## src/rtl/irq_pkg.sv

```systemverilog
// Shared constants for the interrupt request-capture block.
//   N_REQ      : number of request lines (fixed at 4 by the downstream encoder)
//   CODE_W     : width of an encoded request id
//   irq_state_e: handshake FSM states; the unused code 2'b11 falls back to idle
package irq_pkg;

   localparam int N_REQ  = 4;
   localparam int CODE_W = 2;

   typedef enum logic [1:0] {
      ST_IDLE    = 2'b00,
      ST_ASSERT  = 2'b01,
      ST_HOLDOFF = 2'b10
   } irq_state_e;

   // One-hot select of the request line named by an encoded id.
   function automatic logic [N_REQ-1:0] id_onehot(input logic [CODE_W-1:0] id);
      id_onehot     = '0;
      id_onehot[id] = 1'b1;
   endfunction

endpackage

```

## src/rtl/sync_edge_det.sv

```systemverilog
// Single-bit synchroniser followed by a rising-edge detector.
//   i_clk, i_rst_n : clock, asynchronous active-low reset
//   i_async        : asynchronous input
//   o_rise         : one-cycle pulse when the synchronised input goes 0->1
// History resets to 0, so an input already high at reset release is
// reported as a fresh edge.
module sync_edge_det #(
   parameter int SYNC_STAGES = 2
) (
   input  logic i_clk,
   input  logic i_rst_n,
   input  logic i_async,
   output logic o_rise
);

   logic [SYNC_STAGES-1:0] sync_q, sync_d;
   logic                   hist_q, hist_d;

   always_comb begin
      sync_d = {sync_q[SYNC_STAGES-2:0], i_async};
      hist_d = sync_q[SYNC_STAGES-1];
   end

   always_ff @(posedge i_clk or negedge i_rst_n) begin
      if (!i_rst_n) begin
         sync_q <= '0;
         hist_q <= 1'b0;
      end else begin
         sync_q <= sync_d;
         hist_q <= hist_d;
      end
   end

   assign o_rise = sync_q[SYNC_STAGES-1] & ~hist_q;

endmodule

```

## src/rtl/irq_pending_4.sv

```systemverilog
// Request-capture stage feeding an external 4-to-2 priority encoder.
//   i_clk, i_rst_n          : clock, asynchronous active-low reset
//   i_req[3:0]              : asynchronous request lines (rising edge = event)
//   i_mask[3:0]             : hides a pending bit from the encoder only
//   o_code_req[3:0]         : pending & ~mask, to the encoder input
//   i_enc_code, i_enc_valid : encoder result, sampled in the same cycle
//   o_irq, o_irq_id         : interrupt and the id being serviced
//   i_ack                   : consumer acknowledge pulse
//   o_pending, o_overrun    : raw pending bits, sticky overrun flags
//   i_ovr_clr               : clears all overrun flags
module irq_pending_4
   import irq_pkg::*;
#(
   parameter int SYNC_STAGES = 2
) (
   input  logic              i_clk,
   input  logic              i_rst_n,
   input  logic [N_REQ-1:0]  i_req,
   input  logic [N_REQ-1:0]  i_mask,
   output logic [N_REQ-1:0]  o_code_req,
   input  logic [CODE_W-1:0] i_enc_code,
   input  logic              i_enc_valid,
   output logic              o_irq,
   output logic [CODE_W-1:0] o_irq_id,
   input  logic              i_ack,
   output logic [N_REQ-1:0]  o_pending,
   output logic [N_REQ-1:0]  o_overrun,
   input  logic              i_ovr_clr
);

   logic [N_REQ-1:0]  rise;
   logic [N_REQ-1:0]  clear;
   logic [N_REQ-1:0]  pending_q, pending_d;
   logic [N_REQ-1:0]  overrun_q, overrun_d;
   logic [CODE_W-1:0] irq_id_q, irq_id_d;
   irq_state_e        state_q, state_d;

   for (genvar k = 0; k < N_REQ; k++) begin : g_req
      sync_edge_det #(.SYNC_STAGES(SYNC_STAGES)) u_sync (
         .i_clk   (i_clk),
         .i_rst_n (i_rst_n),
         .i_async (i_req[k]),
         .o_rise  (rise[k])
      );
   end

   // Clear only lands on the acked edge in ASSERT; a held ack cannot clear
   // a second request because HOLDOFF/IDLE ignore it.
   always_comb begin
      clear = '0;
      if (state_q == ST_ASSERT && i_ack) clear = id_onehot(irq_id_q);
   end

   // A new edge wins over a same-cycle clear: the event is kept and is not
   // an overrun, since the old one was just serviced.
   always_comb begin
      pending_d = (pending_q & ~clear) | rise;
      overrun_d = (i_ovr_clr ? '0 : overrun_q) | (rise & pending_q & ~clear);
   end

   always_comb begin
      state_d  = state_q;
      irq_id_d = irq_id_q;
      case (state_q)
         ST_IDLE: begin
            if (i_enc_valid) begin
               irq_id_d = i_enc_code;
               state_d  = ST_ASSERT;
            end
         end
         // id stays frozen regardless of new arrivals or mask changes
         ST_ASSERT:  if (i_ack) state_d = ST_HOLDOFF;
         // one dead cycle so the encoder sees the cleared pending vector
         ST_HOLDOFF: state_d = ST_IDLE;
         default:    state_d = ST_IDLE;
      endcase
   end

   always_ff @(posedge i_clk or negedge i_rst_n) begin
      if (!i_rst_n) begin
         pending_q <= '0;
         overrun_q <= '0;
         irq_id_q  <= '0;
         state_q   <= ST_IDLE;
      end else begin
         pending_q <= pending_d;
         overrun_q <= overrun_d;
         irq_id_q  <= irq_id_d;
         state_q   <= state_d;
      end
   end

   assign o_code_req = pending_q & ~i_mask;
   assign o_pending  = pending_q;
   assign o_overrun  = overrun_q;
   assign o_irq      = (state_q == ST_ASSERT);
   assign o_irq_id   = irq_id_q;

endmodule

```

## config.mk

```make
export PLATFORM = sky130hd
export DESIGN_NAME = irq_pending_4
export DESIGN_NICKNAME = d
export VERILOG_FILES = /design/src/rtl/irq_pkg.sv /design/src/rtl/sync_edge_det.sv /design/src/rtl/irq_pending_4.sv
export SDC_FILE = /design/constraint.sdc
export NUM_CORES = 1
export LEC_CHECK = 0
export ABC_AREA = 1
export CAP_MARGIN = 25
export CORE_MARGIN = 4
export CORE_UTILIZATION = 45
export CTS_BUF_LIST = sky130_fd_sc_hd__clkbuf_4
export DETAILED_ROUTE_END_ITERATION = 10
export GPL_TIMING_DRIVEN = 0
export PLACE_DENSITY_LB_ADDON = 0.2
export SLEW_MARGIN = 40
export SYNTH_ARGS = -nofsm -noshare
export SYNTH_HDL_FRONTEND = slang
export SYNTH_SLANG_ARGS = --single-unit
export TNS_END_PERCENT = 30
```

## constraint.sdc

```tcl
create_clock -name i_clk -period 1.15 [get_ports i_clk]
set_clock_uncertainty 0.15 [all_clocks]
set_input_delay 0.1725 -clock i_clk [delete_from_list [all_inputs] [get_ports i_clk]]
set_output_delay 0.1725 -clock i_clk [all_outputs]
set_load 0.05 [all_outputs]
```

======== Yosys cells after proc, flatten, opt, wreduce, memory -nomap -nowiden ========
Index checks and enable logic that the tools add are counted.
cells by class
  reductions and logical operators ........ 5
  add/sub/neg operators ................... 0
  order comparisons ....................... 2
  mux-type cells .......................... 7
  bitwise operators ....................... 16
  shift-type cells ........................ 0
  equality and inequality tests ........... 3
  $mul .................................... 0
  divide/modulo/power cells ............... 0
operators by type and width
  kind                count
  $and 4x4->4         4
  $mux 4              2
  $not 4->4           2
  $or 4x4->4          2
  $and 1x1->1         4
  $mux 2              2
  $not 1->1           4
  $pmux 2 s2          1
  $reduce_and 2->1    2
  $lt 2x3->1 const B  1
  $demux 1 s2         1
  $eq 2x1->1 const B  1
  $ge 2x1->1 const B  1
  $logic_and 1x1->1   2
  $logic_not 2->1     1
  $ne 2x1->1 const B  1
  $ne 2x2->1 const B  1
  $mux 1              1
word-level totals
  ROM bits ................................ 0
  RAM bits ................................ 0
  memories kept ........................... 0
  output and inout port bits .............. 15
  logic and storage cells ................. 45
  input port bits ......................... 15
  latch bits .............................. 0
  flip-flop bits (word level) ............. 24

======== Depth between registers and ports, before layout ========
  depth after elaboration ................. 8
  mapped depth ............................ 5
  mapped depth without buffers ............ 5

======== Modules after synthesis ========
From an unflattened synthesis, not the netlist that was laid out.
unflattened totals
  cell total of the unflattened synthesis .. 93
  area total of the unflattened synthesis .. 913.4 sq um
by module, submodules not included
  module         sequential area each (sq um)  area each (sq um)  instances  cells each
  irq_pending_4  300.3                         573.0              1          73
  sync_edge_det  75.1                          85.1               4          5

======== Worst setup path before layout ========
Ideal clock, no wire load.
  path type ............................... register to output
  from .................................... register pending_q[0] (netlist: o_pending[0])
  to ...................................... output o_code_req[0]
  path slack .............................. -0.565 ns
  data required time ...................... 0.827 ns
  buffers on the path ..................... 0
  cell stages (with the launch flop) ...... 3
  arrival ................................. 1.392 ns
  cells stage by stage .................... dfrtp_1 > inv_1 > nor2_1
on the way
  word-level cells in the longest chain between the ends .. 1
RTL lines
  what                    RTL line             text
  from (decl)             irq_pending_4.sv:33  logic [N_REQ-1:0] pending_q, pending_d;
  from (signal assigned)  irq_pending_4.sv:86  pending_q <= pending_d;
  $and 4x4->4             irq_pending_4.sv:93  assign o_code_req = pending_q & ~i_mask;
  to (decl)               irq_pending_4.sv:20  output logic [N_REQ-1:0] o_code_req,
No other way between the ends.

======== Worst setup path after layout ========
  from .................................... register state_q[0]
  to ...................................... output o_irq
on the way
  word-level cells in the longest chain between the ends .. 1
RTL lines
  what                    RTL line             text
  from (decl)             irq_pending_4.sv:36  irq_state_e state_q, state_d;
  from (signal assigned)  irq_pending_4.sv:89  state_q <= state_d;
  $eq 2x1->1              irq_pending_4.sv:96  assign o_irq = (state_q == ST_ASSERT);
  to (decl)               irq_pending_4.sv:23  output logic o_irq,
No other way between the ends.

==> flow_metrics.env <==
export IMPL_status="finished, violations left"
export IMPL_violations="negative setup slack"
export IMPL_synth_ff_type="dfrtp_1"
export IMPL_vias_per_cell=4.58
export IMPL_drt_iter0_drc=6
export IMPL_synth_nets=102
export IMPL_dr_pass1_iters=4
export IMPL_start_util_pct=48.8
export IMPL_yosys_top_cells_area="dfrtp_1 69%, nand2_1 11%, inv_1 6.5%"
export IMPL_cts_sinks=24
export IMPL_synth_edff_count=0
export IMPL_worst_path_buf_inv=2
export IMPL_synthTopCellsByCount="25 x nand2_1, 24 x dfrtp_1, 15 x inv_1"
export IMPL_cp_top_family="flip-flops"
export IMPL_hpwl_um=1210
export IMPL_path_cells="inv_2 > nor2_4 > buf_8"
export IMPL_min_period_ns=1.38
export IMPL_nets=150
export IMPL_fp_dieW_um=52.0
export IMPL_setup_worst_path_end_class="primary output"
export IMPL_cp_slowest_stage_delay_ns=0.39
export IMPL_dp_cells=141
export IMPL_port_buffers=29
export IMPL_grt_busiest_layer="met2"
export IMPL_dpl_instance_area_um2=1230
export IMPL_grt_max_degree=25
export IMPL_yosysSeqAreaShare_pct=69.0
export IMPL_total_power_mw=3.22
export IMPL_tns_ns=-2.42
export IMPL_cts_tree="built"
export IMPL_cp_depth=3
export IMPL_setup_viol=26
export IMPL_rsz0062_at_grt="yes"
export IMPL_startpoint_type="register"
export IMPL_die_h_um=52.0
export IMPL_cts_root_buffer="clkbuf_4"
export IMPL_critPathKind="register to primary output"
export IMPL_synthMostInstantiatedCell="nand2_1"
export IMPL_worstPathArrival_ns=1.06
export IMPL_gp_congestion=0.749
export IMPL_postSynth_asyncResetShare_pct=100
export IMPL_clkTransAtPathRegs_ns=0.13
export IMPL_ir_drop_uv=1430
export IMPL_ant_nets=0
export IMPL_clk_latency_ns=0.31
export IMPL_htree_levels=1
export IMPL_hold_ws_ns=0.131
export IMPL_ys_warn_count=0
export IMPL_reg2reg_depth=7
export IMPL_use_met2_pct=29.9
export IMPL_maxCapViolations=0
export IMPL_cts_buffer_depth=2
export IMPL_grt_pass1_wl_um=3110
export IMPL_cp_data_required_time_ns=0.83
export IMPL_synth_cell_types=10
export IMPL_row_count=15
export IMPL_n_antenna_cell=0
export IMPL_antenna_found_initial=0
export IMPL_fin_crit_sh_pct=120
export IMPL_hold_viol=0
export IMPL_area_growth_pct=66.1
export IMPL_grt_pass1_vias=717
export IMPL_cts_buffers=3
export IMPL_die_area_um2=2700
export IMPL_synth_top_area_share_pct=69.0
export IMPL_grt_overflow_total=0
export IMPL_worst_pin_slew_ns=0.512
export IMPL_core_um2=1780
export IMPL_use_met3_pct=3.72
export IMPL_hold_class="input port to register"
export IMPL_vias=729
export IMPL_cp_slowest_cell="dfrtp_1"
export IMPL_fmax_ghz=0.724
export IMPL_ioPinCount=30
export IMPL_synth_largest_area_cell="dfrtp_1"
export IMPL_wire_per_inst_um=12.3
export IMPL_grt_use_met1_pct=17.7
export IMPL_power_density_nw_per_um2=2230
export IMPL_drive_gt1_share_pct=41.0
export IMPL_route_detailed_drc=0
export IMPL_netlist_instances=87
export IMPL_syn_avg_cell_area_um2=10.0
export IMPL_leakage_nw=0.732
export IMPL_grt_use_total_pct=16.1
export IMPL_slew_headroom_pct=65.8
export IMPL_synth_seq_cells=24
export IMPL_hold_path_depth=1
export IMPL_fin_cells=159
export IMPL_setup_slack_ns=-0.230
export IMPL_syn_area_um2=871
export IMPL_cp_max_fo=2
export IMPL_drv_slew=0
export IMPL_design_area_um2=1450
export IMPL_wl_um=1960
==> per-layer routing <==
metal | vias up | wire, um
met5 | - | 0
met2 | 25 | 1060
met3 | 2 | 122
met4 | 0 | 24
li1 | 353 | -
met1 | 349 | 745
==> state kept, by name, summed over array words and instances, names as in the netlist <==
signal and flops:
g_req.u_sync.hist_q 4, g_req.u_sync.sync_q 8, o_irq_id 2, o_overrun 4
o_pending 4, state_q 2
==> repair_timing <==
action | in CTS | in global routing
pin swaps | 5 | 2
endpoints found under the setup margin | 16 | 26
gates resized for setup | 115 | 3
cloned | 0 | 0
buffers inserted | 4 | 9
hold buffers | 1 | 0
endpoints found under the hold margin | 24 | 0
==> power by group <==
part           switching (mW)  internal [mW]  leakage [nW]  total [mW]
combinational           0.888          0.627         0.431        1.52
clock                   0.243          0.352        0.0279       0.596
sequential              0.117          0.990         0.273        1.11
==> cells in the final DEF, fill, tap and decap left out <==
cell and count:
nand2_1 25, dfrtp_1 18, clkdlybuf4s50_1 13, buf_4 13
buf_6 12, inv_1 11, dfrtp_2 6, inv_2 5
nor2_1 5, o21ai_1 5, nor2_4 5, clkbuf_4 3
buf_8 3, nand3_4 2, nand3_2 2, inv_4 1
o21ai_2 1, o31ai_1 1, bufinv_16 1, dlygate4sd3_1 1
buf_2 1
==> final timing paths <==
| path | start | slack (ns) | end |
|---|---|---|---|
| worst max-delay path | state_q[0] | -0.23 | o_irq |
| worst min-delay path | i_req[3] | 0.13 | g_req[3].u_sync.sync_q[0] |
| worst max register to register | state_q[0] | -0.11 | o_overrun[3] |
| worst min register to register | g_req[1].u_sync.sync_q[0] | 0.21 | g_req[1].u_sync.sync_q[1] |
| max in group asynchronous | i_rst_n | 0.29 | o_pending[1] |
| min in group asynchronous | i_rst_n | 0.19 | o_overrun[2] |
==> cell type report <==
class	count	area, um2
fillers	106	337
multi-input cells	46	265
clock buffers	3	22.5
flip-flops and latches	24	608
well taps	25	31.3
inverters	17	66.3
clock inverters	1	30.0
repair buffers	43	423
==> worst reg2reg max path: cells and delay by family (launching register included) <==
| family | cells | cell delay (ns) |
|---|---|---|
| buffers and inverters | 3 | 0.28 |
| DFF | 1 | 0.39 |
| and+or+nand+nor | 4 | 0.33 |
==> cells by family after synthesis <==
kind of cell           Yosys count  synth area share (%)
AOI/OAI and AO/OA                7                  4.31
and+or+nand+nor                 39                  19.4
buffers and inverters           17                  7.33
DFF                             24                  69.0
==> metrics by stage <==
step | utilization (%) | setup WS, ns
global placement | 69.5 | -0.669
CTS | 76.5 | -0.212
finish | 81.1 | -0.230
global route | 81.1 | -0.280
detailed placement | 69.3 | -0.687
floorplan | - | -0.0745
No activity file was read; power rests on OpenSTA's default activity.
